$ cat config.mk
export PLATFORM = sky130hd
export DESIGN_NAME = apb_master_rr_arbiter_flat
export DESIGN_NICKNAME = d
export VERILOG_FILES = /design/src/rtl/apb_master_rr_arbiter_pkg.sv /design/src/rtl/apb_master_rr_arbiter_if.sv /design/src/rtl/apb_master_rr_arbiter_rr_priority_select.sv /design/src/rtl/apb_master_rr_arbiter.sv /design/src/flat_wrapper.sv
export SDC_FILE = /design/constraint.sdc
export NUM_CORES = 1
export LEC_CHECK = 0
export CORE_AREA = 2 2 160 162
export CTS_CLUSTER_DIAMETER = 200
export DETAILED_ROUTE_END_ITERATION = 16
export DIE_AREA = 0 0 162 164
export GPL_TIMING_DRIVEN = 0
export PLACE_DENSITY_LB_ADDON = 0.12
export SYNTH_ARGS = -nofsm -noshare
export SYNTH_HDL_FRONTEND = slang
export SYNTH_HIERARCHICAL = 1
export SYNTH_SLANG_ARGS = --single-unit
$ cat constraint.sdc
create_clock -name clk -period 7.8 [get_ports clk]
set_input_delay 1.56 -clock clk [delete_from_list [all_inputs] [get_ports clk]]
set_output_delay 1.56 -clock clk [all_outputs]
set_load 0.01 [all_outputs]
$ cat src/rtl/apb_master_rr_arbiter_pkg.sv
// Shared APB types: request/response bundles, arbiter FSM states, limits.
// Ports: none (package only).
package apb_types;

    localparam int APB_ARB_MAX_REQ = 8;
    localparam int APB_ARB_ID_W    = 3;

    typedef struct packed {
        logic        psel;
        logic        penable;
        logic        pwrite;
        logic [31:0] paddr;
        logic [31:0] pwdata;
    } apb_request_t;

    typedef struct packed {
        logic        pready;
        logic        perr;
        logic [31:0] prdata;
    } apb_response_t;

    typedef enum logic [1:0] {
        ST_IDLE   = 2'd0,
        ST_SETUP  = 2'd1,
        ST_ACCESS = 2'd2
    } apb_arb_fsm_state;

endpackage

$ cat src/rtl/apb_master_rr_arbiter_if.sv
// Bus bundle for the round-robin APB arbiter: requester side, target side, status.
// Ports: req_* / resp_* (requesters), apb_request / apb_response (target), grant_id, timeout_pulse.
interface apb_master_rr_arbiter_if #(
    parameter int NUM_REQ = 4
);
    import apb_types::*;

    logic [NUM_REQ-1:0]    req_psel;
    logic [NUM_REQ-1:0]    req_penable;
    logic [NUM_REQ-1:0]    req_pwrite;
    logic [32*NUM_REQ-1:0] req_paddr;
    logic [32*NUM_REQ-1:0] req_pwdata;
    logic [NUM_REQ-1:0]    resp_pready;
    logic [NUM_REQ-1:0]    resp_perr;
    logic [31:0]           resp_prdata;
    apb_request_t          apb_request;
    apb_response_t         apb_response;
    logic [2:0]            grant_id;
    logic                  timeout_pulse;

    // Arbiter's view.
    modport master (
        input  req_psel, req_penable, req_pwrite, req_paddr, req_pwdata,
        input  apb_response,
        output resp_pready, resp_perr, resp_prdata,
        output apb_request, grant_id, timeout_pulse
    );

    // Environment's view: requesters plus the target.
    modport slave (
        output req_psel, req_penable, req_pwrite, req_paddr, req_pwdata,
        output apb_response,
        input  resp_pready, resp_perr, resp_prdata,
        input  apb_request, grant_id, timeout_pulse
    );

endinterface

$ cat src/rtl/apb_master_rr_arbiter_rr_priority_select.sv
// Combinational round-robin pick: first set request after i_last_grant, with wrap.
// Ports: i_req (request vector), i_last_grant, o_valid (any request), o_winner (index).
module rr_priority_select
    import apb_types::*;
#(
    parameter int NUM_REQ = 4
) (
    input  logic [NUM_REQ-1:0] i_req,
    input  logic [2:0]         i_last_grant,
    output logic               o_valid,
    output logic [2:0]         o_winner
);

    logic [APB_ARB_MAX_REQ-1:0] w_req_pad;
    logic [3:0]                 w_pos;

    // Padding lets a 3-bit index address the vector for any NUM_REQ.
    assign w_req_pad = APB_ARB_MAX_REQ'(i_req);

    // Scan farthest-to-nearest so the nearest hit is the one left standing.
    always_comb begin
        o_valid  = 1'b0;
        o_winner = '0;
        w_pos    = '0;
        for (int k = NUM_REQ; k >= 1; k--) begin
            w_pos = {1'b0, i_last_grant} + 4'(k);
            if (w_pos >= 4'(NUM_REQ)) begin
                w_pos = w_pos - 4'(NUM_REQ);
            end
            if (w_req_pad[w_pos[2:0]]) begin
                o_valid  = 1'b1;
                o_winner = w_pos[2:0];
            end
        end
    end

endmodule

$ cat src/rtl/apb_master_rr_arbiter.sv
// Round-robin arbiter sharing one APB target among NUM_REQ masters, with watchdog abort.
// Ports: clk, clk__enable, reset (async, active-high), bus (requesters, target, grant_id, timeout_pulse).
module apb_master_rr_arbiter
    import apb_types::*;
#(
    parameter int NUM_REQ        = 4,
    parameter int TIMEOUT_CYCLES = 256
) (
    input  logic                    clk,
    input  logic                    clk__enable,
    input  logic                    reset,
    apb_master_rr_arbiter_if.master bus
);

    localparam int CW = (TIMEOUT_CYCLES > 1) ? $clog2(TIMEOUT_CYCLES) : 1;

    apb_arb_fsm_state r_state;
    logic             r_psel;
    logic             r_penable;
    logic             r_pwrite;
    logic [31:0]      r_paddr;
    logic [31:0]      r_pwdata;
    logic [2:0]       r_grant_id;
    logic [2:0]       r_last_grant;
    logic [CW-1:0]    r_cnt;

    logic             w_valid;
    logic [2:0]       w_winner;
    logic             w_pwrite_sel;
    logic [31:0]      w_paddr_sel;
    logic [31:0]      w_pwdata_sel;
    logic             w_access;
    logic             w_ready;
    logic             w_expire;
    logic             w_done;
    logic             w_unused;

    // Requester penable is not needed: the target phase is generated here.
    assign w_unused = ^bus.req_penable;

    rr_priority_select #(
        .NUM_REQ (NUM_REQ)
    ) u_sel (
        .i_req        (bus.req_psel),
        .i_last_grant (r_last_grant),
        .o_valid      (w_valid),
        .o_winner     (w_winner)
    );

    always_comb begin
        w_paddr_sel  = '0;
        w_pwdata_sel = '0;
        w_pwrite_sel = 1'b0;
        for (int i = 0; i < NUM_REQ; i++) begin
            if (w_winner == 3'(i)) begin
                w_paddr_sel  = bus.req_paddr[32*i +: 32];
                w_pwdata_sel = bus.req_pwdata[32*i +: 32];
                w_pwrite_sel = bus.req_pwrite[i];
            end
        end
    end

    assign w_access = (r_state == ST_ACCESS);
    assign w_ready  = w_access & bus.apb_response.pready;
    // pready in the last allowed cycle takes precedence over the abort.
    assign w_expire = (TIMEOUT_CYCLES != 0) && w_access
                      && !bus.apb_response.pready
                      && (r_cnt == CW'(TIMEOUT_CYCLES - 1));
    assign w_done   = w_ready | w_expire;

    always_comb begin
        bus.resp_pready = '0;
        bus.resp_perr   = '0;
        bus.resp_prdata = '0;
        if (w_done) begin
            for (int i = 0; i < NUM_REQ; i++) begin
                if (r_grant_id == 3'(i)) begin
                    bus.resp_pready[i] = 1'b1;
                    bus.resp_perr[i]   = w_expire | bus.apb_response.perr;
                end
            end
            bus.resp_prdata = w_ready ? bus.apb_response.prdata : '0;
        end
    end

    assign bus.timeout_pulse = w_expire;
    assign bus.grant_id      = r_grant_id;
    assign bus.apb_request   = '{psel:    r_psel,
                                 penable: r_penable,
                                 pwrite:  r_pwrite,
                                 paddr:   r_paddr,
                                 pwdata:  r_pwdata};

    always_ff @(posedge clk or posedge reset) begin
        if (reset) begin
            r_state      <= ST_IDLE;
            r_psel       <= 1'b0;
            r_penable    <= 1'b0;
            r_pwrite     <= 1'b0;
            r_paddr      <= '0;
            r_pwdata     <= '0;
            r_grant_id   <= '0;
            r_last_grant <= 3'(NUM_REQ - 1);
            r_cnt        <= '0;
        end else if (clk__enable) begin
            unique case (r_state)
                ST_IDLE: begin
                    r_cnt <= '0;
                    if (w_valid) begin
                        r_paddr      <= w_paddr_sel;
                        r_pwdata     <= w_pwdata_sel;
                        r_pwrite     <= w_pwrite_sel;
                        r_grant_id   <= w_winner;
                        r_last_grant <= w_winner;
                        r_psel       <= 1'b1;
                        r_penable    <= 1'b0;
                        r_state      <= ST_SETUP;
                    end
                end
                ST_SETUP: begin
                    r_penable <= 1'b1;
                    r_cnt     <= '0;
                    r_state   <= ST_ACCESS;
                end
                ST_ACCESS: begin
                    if (w_done) begin
                        r_psel    <= 1'b0;
                        r_penable <= 1'b0;
                        r_cnt     <= '0;
                        r_state   <= ST_IDLE;
                    end else begin
                        r_cnt <= r_cnt + CW'(1);
                    end
                end
                default: begin
                    r_psel    <= 1'b0;
                    r_penable <= 1'b0;
                    r_state   <= ST_IDLE;
                end
            endcase
        end
    end

endmodule

$ cat src/flat_wrapper.sv
// flat-port wrapper written by rule: the top's interface ports become plain ports
module apb_master_rr_arbiter_flat import apb_types::*;
#(
    parameter int NUM_REQ        = 4,
    parameter int TIMEOUT_CYCLES = 256
)
  (clk, clk__enable, reset, bus_req_psel, bus_req_penable, bus_req_pwrite, bus_req_paddr, bus_req_pwdata, bus_apb_response, bus_resp_pready, bus_resp_perr, bus_resp_prdata, bus_apb_request, bus_grant_id, bus_timeout_pulse);
  apb_master_rr_arbiter_if #(.NUM_REQ(NUM_REQ)) bus_i ();
  input  logic clk;
  input  logic clk__enable;
  input  logic reset;
  input wire logic [$bits(bus_i.req_psel)-1:0] bus_req_psel;
  input wire logic [$bits(bus_i.req_penable)-1:0] bus_req_penable;
  input wire logic [$bits(bus_i.req_pwrite)-1:0] bus_req_pwrite;
  input wire logic [$bits(bus_i.req_paddr)-1:0] bus_req_paddr;
  input wire logic [$bits(bus_i.req_pwdata)-1:0] bus_req_pwdata;
  input wire logic [$bits(bus_i.apb_response)-1:0] bus_apb_response;
  output wire logic [$bits(bus_i.resp_pready)-1:0] bus_resp_pready;
  output wire logic [$bits(bus_i.resp_perr)-1:0] bus_resp_perr;
  output wire logic [$bits(bus_i.resp_prdata)-1:0] bus_resp_prdata;
  output wire logic [$bits(bus_i.apb_request)-1:0] bus_apb_request;
  output wire logic [$bits(bus_i.grant_id)-1:0] bus_grant_id;
  output wire logic [$bits(bus_i.timeout_pulse)-1:0] bus_timeout_pulse;
  assign bus_i.req_psel = bus_req_psel;
  assign bus_i.req_penable = bus_req_penable;
  assign bus_i.req_pwrite = bus_req_pwrite;
  assign bus_i.req_paddr = bus_req_paddr;
  assign bus_i.req_pwdata = bus_req_pwdata;
  assign bus_i.apb_response = bus_apb_response;
  assign bus_resp_pready = bus_i.resp_pready;
  assign bus_resp_perr = bus_i.resp_perr;
  assign bus_resp_prdata = bus_i.resp_prdata;
  assign bus_apb_request = bus_i.apb_request;
  assign bus_grant_id = bus_i.grant_id;
  assign bus_timeout_pulse = bus_i.timeout_pulse;
  apb_master_rr_arbiter #(.NUM_REQ(NUM_REQ), .TIMEOUT_CYCLES(TIMEOUT_CYCLES)) u_core (.clk(clk), .clk__enable(clk__enable), .reset(reset), .bus(bus_i));
endmodule
=== After elaboration in Yosys (flattened, before gate mapping) ===
Cells that the tools add are included.

* Memories: 0
* Latch bits: 0
* Word-level logic and storage cells: 107
* Memory bits (read-only): 0
* RAM bits: 0
* Flip-flop bits (word level): 83
* Bits of input ports: 305
* Output and inout bits: 111

* Multiply operators: 0
* Reduce and logical (&&, ||, !) cells: 12
* $add $sub $neg: 9
* Eq/ne operators: 11
* Bitwise gates (word level): 4
* Magnitude comparators: 8
* Shifts and indexed selects: 0
* Multiplexer cells: 54
* Div/mod/pow operators: 0

{| class="wikitable"
|+ Operators with widths
! cell !! number
|-
| 32-bit two-way mux || 10
|-
| 3-bit two-way mux || 8
|-
| 1-bit two-way mux || 23
|-
| 4-bit by 3-bit >= comparator with 1-bit output, second input constant || 4
|-
| 3-bit by 4-bit < comparator with 1-bit output, second input constant || 4
|-
| 8-bit case mux with 2 select lines || 1
|-
| 1-bit binary-select mux with 3-bit select || 4
|-
| 3-bit by 2-bit equality test with 1-bit output, second input constant || 4
|-
| 3-bit subtractor, second input constant || 4
|-
| 3-bit by 2-bit adder with 4-bit output, second input constant || 2
|-
| 8-bit by 1-bit adder with 8-bit output, second input constant || 1
|-
| 8-bit equality test, second input constant || 1
|-
| 4-bit two-way mux || 2
|-
| 8-bit two-way mux || 1
|-
| 3-bit by 1-bit equality test with 1-bit output, second input constant || 2
|-
| 3-bit logical NOT || 2
|-
| 1-bit case mux with 3 select lines || 2
|-
| 2-bit case mux with 3 select lines || 1
|-
| 3-bit AND reduction || 2
|-
| 3-bit by 1-bit adder with 4-bit output, second input constant || 1
|-
| 3-bit by 3-bit adder with 4-bit output, second input constant || 1
|-
| 2-bit two-way mux || 2
|-
| 2-bit inequality test, second input constant || 2
|-
| 4-bit AND reduction || 1
|-
| other kinds (11) || 13
|}

=== Depth between registers and ports, before layout ===
Gate-level depths: netlist (run 1).

* Word-level depth: 14
* Depth in mapped cells: 11
* Depth with buffers taken out: 8

=== Modules after synthesis ===
The synthesis (run 1) kept the hierarchy.

{| class="wikitable"
|+ Modules (own cells, without submodules)
! module !! instances !! cells each !! area an instance (µm²)
|-
| apb_master_rr_arbiter || 1 || 363 || 4934.7
|-
| rr_priority_select || 1 || 36 || 276.5
|}

=== Least setup slack after synthesis (run 1) ===
Ideal clock, no wire load.

* Path type: input -> output
* Start point: input bus_apb_response[33]
* End point: output bus_resp_pready[0]
* Arrival: 2750 ps
* Required time: 6240 ps
* Stages: 5
* Path slack: 3490 ps
* Cell sequence: or3b_1 buf_6 nor3_2 o21bai_1 nor3_1

* Longest elaborated chain between the ends: 5

{| class="wikitable"
|+ Ends and longest elaborated chain
! item !! line !! source
|-
| start: declaration || flat_wrapper.sv:17 || <nowiki>input wire logic [$bits(bus_i.apb_response)-1:0] bus_apb_response;</nowiki>
|-
| 1-bit logical NOT || apb_master_rr_arbiter.sv:67 || <nowiki>&& !bus.apb_response.pready</nowiki>
|-
| 1-bit logical AND || apb_master_rr_arbiter.sv:67 ||
|-
| 1-bit logical AND || apb_master_rr_arbiter.sv:68 || <nowiki>&& (r_cnt == CW'(TIMEOUT_CYCLES - 1));</nowiki>
|-
| via bus_timeout_pulse || flat_wrapper.sv:23 || <nowiki>output wire logic [$bits(bus_i.timeout_pulse)-1:0] bus_timeout_pulse;</nowiki>
|-
| 1-bit bitwise OR || apb_master_rr_arbiter.sv:69 || <nowiki>assign w_done = w_ready | w_expire;</nowiki>
|-
| 4-bit two-way mux || apb_master_rr_arbiter.sv:75 || <nowiki>if (w_done) begin</nowiki>
|-
| end: declaration || flat_wrapper.sv:18 || <nowiki>output wire logic [$bits(bus_i.resp_pready)-1:0] bus_resp_pready;</nowiki>
|}

The timed path passes the listed nets, and every way through them passes these cells.

=== Final worst setup path (run 1) ===
* Start point: input bus_apb_response[33]
* End point: output bus_resp_perr[0]

* Longest elaborated chain between the ends: 6

{| class="wikitable"
|+ Ends and longest elaborated chain
! item !! line !! source
|-
| 1-bit logical NOT || apb_master_rr_arbiter.sv:67 ||
|-
| 1-bit logical AND || apb_master_rr_arbiter.sv:67 ||
|-
| 1-bit logical AND || apb_master_rr_arbiter.sv:68 ||
|-
| 1-bit bitwise OR || apb_master_rr_arbiter.sv:79 || <nowiki>bus.resp_perr[i] = w_expire | bus.apb_response.perr;</nowiki>
|-
| 1-bit two-way mux || apb_master_rr_arbiter.sv:77 || <nowiki>if (r_grant_id == 3'(i)) begin</nowiki>
|-
| 4-bit two-way mux * || apb_master_rr_arbiter.sv:75 ||
|-
| end: declaration || flat_wrapper.sv:19 || <nowiki>output wire logic [$bits(bus_i.resp_perr)-1:0] bus_resp_perr;</nowiki>
|}

Every way passes the cells marked *; elsewhere a longest branch is shown, timed or not.

==> results.cfg, run 1 <==
[clock_tree]
ctsHoldBuffers = 0
numCtsBuffers = 9
htreeDepth = 3
ctsResizeCount = 0
ctsRootBufferMaster = clkbuf_16
clk_latency_ns = 0.35
cts_tree = done
path_clk_slew_ns = 0.06
clkSinkCount = 81
post_cts_buffers = 0
clock_path_buffers = 2

[finish]
final_common_cell = clkdlybuf4s50_1
synthToLayoutAreaGrowth_pct = 94.5
final_nets = 1129
fillers = 2372
final_util_pct = 40.8
stdcell_count = 1159
final_cell_mix = clkdlybuf4s50_1, dfrtp_1, mux4_2
drive_gt1_share_pct = 14.6

[power]
leakagePower_uw = 0.00402
ir_drop_v = 0.000198
switching_share_pct = 37.6
powerDensity_nw_per_um2 = 346
total_power_uw = 3510
pwr-share-seq_pct = 19.2
p_int_uw = 2190
p_sw_uw = 1320
power.share.clock_pct = 15.1
comb_power_share_pct = 65.7

[detailed_routing]
drc = 0
ant_nets = 0
drt_iter0_markers = 232
wirelength_um = 24800
wl_per_cell_um = 21.4
dr_total_vias = 5392
via_per_inst = 4.65
dr.pass1.iters = 4

[logic_synthesis]
synthFlopType = dfrtp_1
postSynthAreaPerCell_um2 = 13.1
yosys.cell_types.count = 49
ys.warnings.count = 6
syn_nets = 707
synth_seq_cells = 81
synth_edf_count = 0
ys_async_sr_fraction_pct = 100
synth_cells = 399
synth.cell_area_um2 = 5210
yosysSeqAreaShare_pct = 38.9

[timing]
fmax_mhz = 191
slew_headroom_pct = 46.3
skew_ns = 0.0119
finalSetupViolations = 0
rsz0062_at_grt = no
worst_slew_pin_slew_ns = 0.798
finalCritPeriodShare_pct = 67.3
slew_viol_final = 0
setup_tns_ns = 0
hold_viol_final = 0
min_period_ns = 5.25

[placed_design]
io_buffers = 410
hpwlAfterDp_um = 20800
gp_congestion = 0.967
dpl.cell_count = 1140

[global_route]
track_usage_pct = 18.2
grt_pass1_vias = 5913
grt_first_pass_wirelength_um = 35900
grt_max_degree = 56
gr-total-overflow = 0
grt_antenna_before_repair = 2

[die]
initial_core_util_pct = 21.0
pin_count = 416
fp-row-count = 58
die_h_um = 164
die_w_um = 162
core_um2 = 24800
floorplan.die_area_um2 = 26600

[critical_path]
arrival_ns = 3.69
crit_required_ns = 6.24
cp-start-kind = primary input
path_class = in -> out
end_kind = primary output
path_max_fanout = 8

[run]
drv_cap = 0

[run_status]
status = finished, final reports clean

[min_path]
hp-class = reg -> reg
[final timing paths]
kind / from / cells after the start / endpoint / slack, ns
max in group asynchronous: reset / 3 / u_core/r_paddr[6]$_DFFE_PP0P_ / 5.60
hold / removal: u_core/r_last_grant[0]$_DFFE_PP1P_ / 2 / u_core/r_last_grant[0]$_DFFE_PP1P_ / 0.49
hold reg to reg: u_core/r_last_grant[0]$_DFFE_PP1P_ / 2 / u_core/r_last_grant[0]$_DFFE_PP1P_ / 0.49
setup / recovery: bus_apb_response[33] / 7 / bus_resp_perr[0] / 2.55
setup reg to reg: u_core/r_last_grant[0]$_DFFE_PP1P_ / 11 / u_core/r_pwdata[4]$_DFFE_PP0P_ / 4.01
min in group asynchronous: reset / 2 / u_core/r_paddr[20]$_DFFE_PP0P_ / 1.55
[kinds of logic after synthesis]
logic type	after synthesis	synth area share (%)
adder cells (fa/ha/maj)	3	0.720
AND/OR/NAND/NOR	95	10.2
multiplexers	72	29.7
flip-flops	81	38.9
AO/OA/AOI/OAI	101	15.8
other	1	0.0720
buffers and inverters	46	4.51
[Yosys cell counts, types with 4 or more instances]
library cell  instances  area, um^2
nand2_1              21        78.8
o21ai_0              12        60.1
and2_1               32         200
mux4_2               66        1490
a22o_1               65         569
buf_2                14        70.1
and3_1                5        31.3
nand2b_1              5        31.3
buf_4                 6        45.0
nor3_1                5        25.0
mux2i_1               5        50.1
a21o_1                4        30.0
dfrtp_1              79        1980
inv_1                 6        22.5
nor2_1               13        48.8
clkbuf_1             17        63.8
[worst max-delay path, stage by stage]
cell             delay, ns
clkdlybuf4s50_1       0.43
or3b_1                0.37
buf_6                 0.14
o31ai_2               0.29
nand2b_1              0.13
nor3_1                0.18
clkdlybuf4s50_1       0.58
[power by group through the flow]
| stage | registers (uW) | logic (uW) | clock network, uW |
|---|---|---|---|
| floorplan | 713 | 1430 | 0 |
| global placement | 676 | 2320 | 0 |
| detailed placement | 675 | 2340 | 0 |
| CTS | 675 | 2340 | 542 |
| global route | 697 | 2470 | 561 |
| finish | 674 | 2300 | 530 |
[stage by stage]
stage               instance area (um^2)  worst slack [ns]  hold WS [ns]
finish                             10100              2.55         0.494
global route                       10100              2.34         0.510
CTS                                10100              2.50         0.500
detailed placement                  9760              2.49         0.490
global placement                    9730              2.48         0.471
floorplan                           5210              3.49         0.456
[area by class of cell]
| type | instances | area [um^2] | area share (%) |
|---|---|---|---|
| buffer | 40 | 213 | 2.10 |
| clock inverter | 7 | 143 | 1.41 |
| antenna | 3 | 7.51 | 0.0741 |
| sequential | 81 | 2030 | 20.0 |
| clock buffer | 9 | 225 | 2.22 |
| inverter | 6 | 25.0 | 0.247 |
| timing repair buffer | 411 | 4130 | 40.8 |
| multi-input combinational | 272 | 2950 | 29.1 |
| tap | 330 | 413 | 4.07 |
[metal layers]
layer / track usage (%) / vias up / routed length, um
met5: 0 / - / 0
met4: 6.96 / 0 / 638
met3: 6.01 / 26 / 2070
met2: 33.1 / 267 / 13300
met1: 19.7 / 2676 / 8850
li1: - / 2423 / -
[flip-flops by register name (all words and copies together) (netlist names)]
register and cells:
u_core/r_pwdata 32, u_core/r_cnt 8, u_core/r_pwrite 1, u_core/r_last_grant 2
u_core/r_paddr 32, u_core/bus.grant_id 3, u_core/r_psel 1, u_core/r_state 2
(Power assumes the default switching activity.)
==> run 2, diff against run 1 <==
==> constraint.sdc (replaced) <==
create_clock -name clk -period 5.5 [get_ports clk]
set_input_delay 1.1 -clock clk [delete_from_list [all_inputs] [get_ports clk]]
set_output_delay 1.1 -clock clk [all_outputs]
set_load 0.01 [all_outputs]
==> results of run 2 <==
Same layout as run 1 (identical final DEF). Status: finished, final reports clean.
Among the figures that moved: setup slack after placement 2.49 ns -> 0.949 ns; setup slack after layout 2.55 ns -> 1.17 ns; register-to-register setup slack 4.01 ns -> 1.71 ns; total power 3510 uW -> 4980 uW; worst IR drop on VDD 0.000198 V -> 0.000280 V
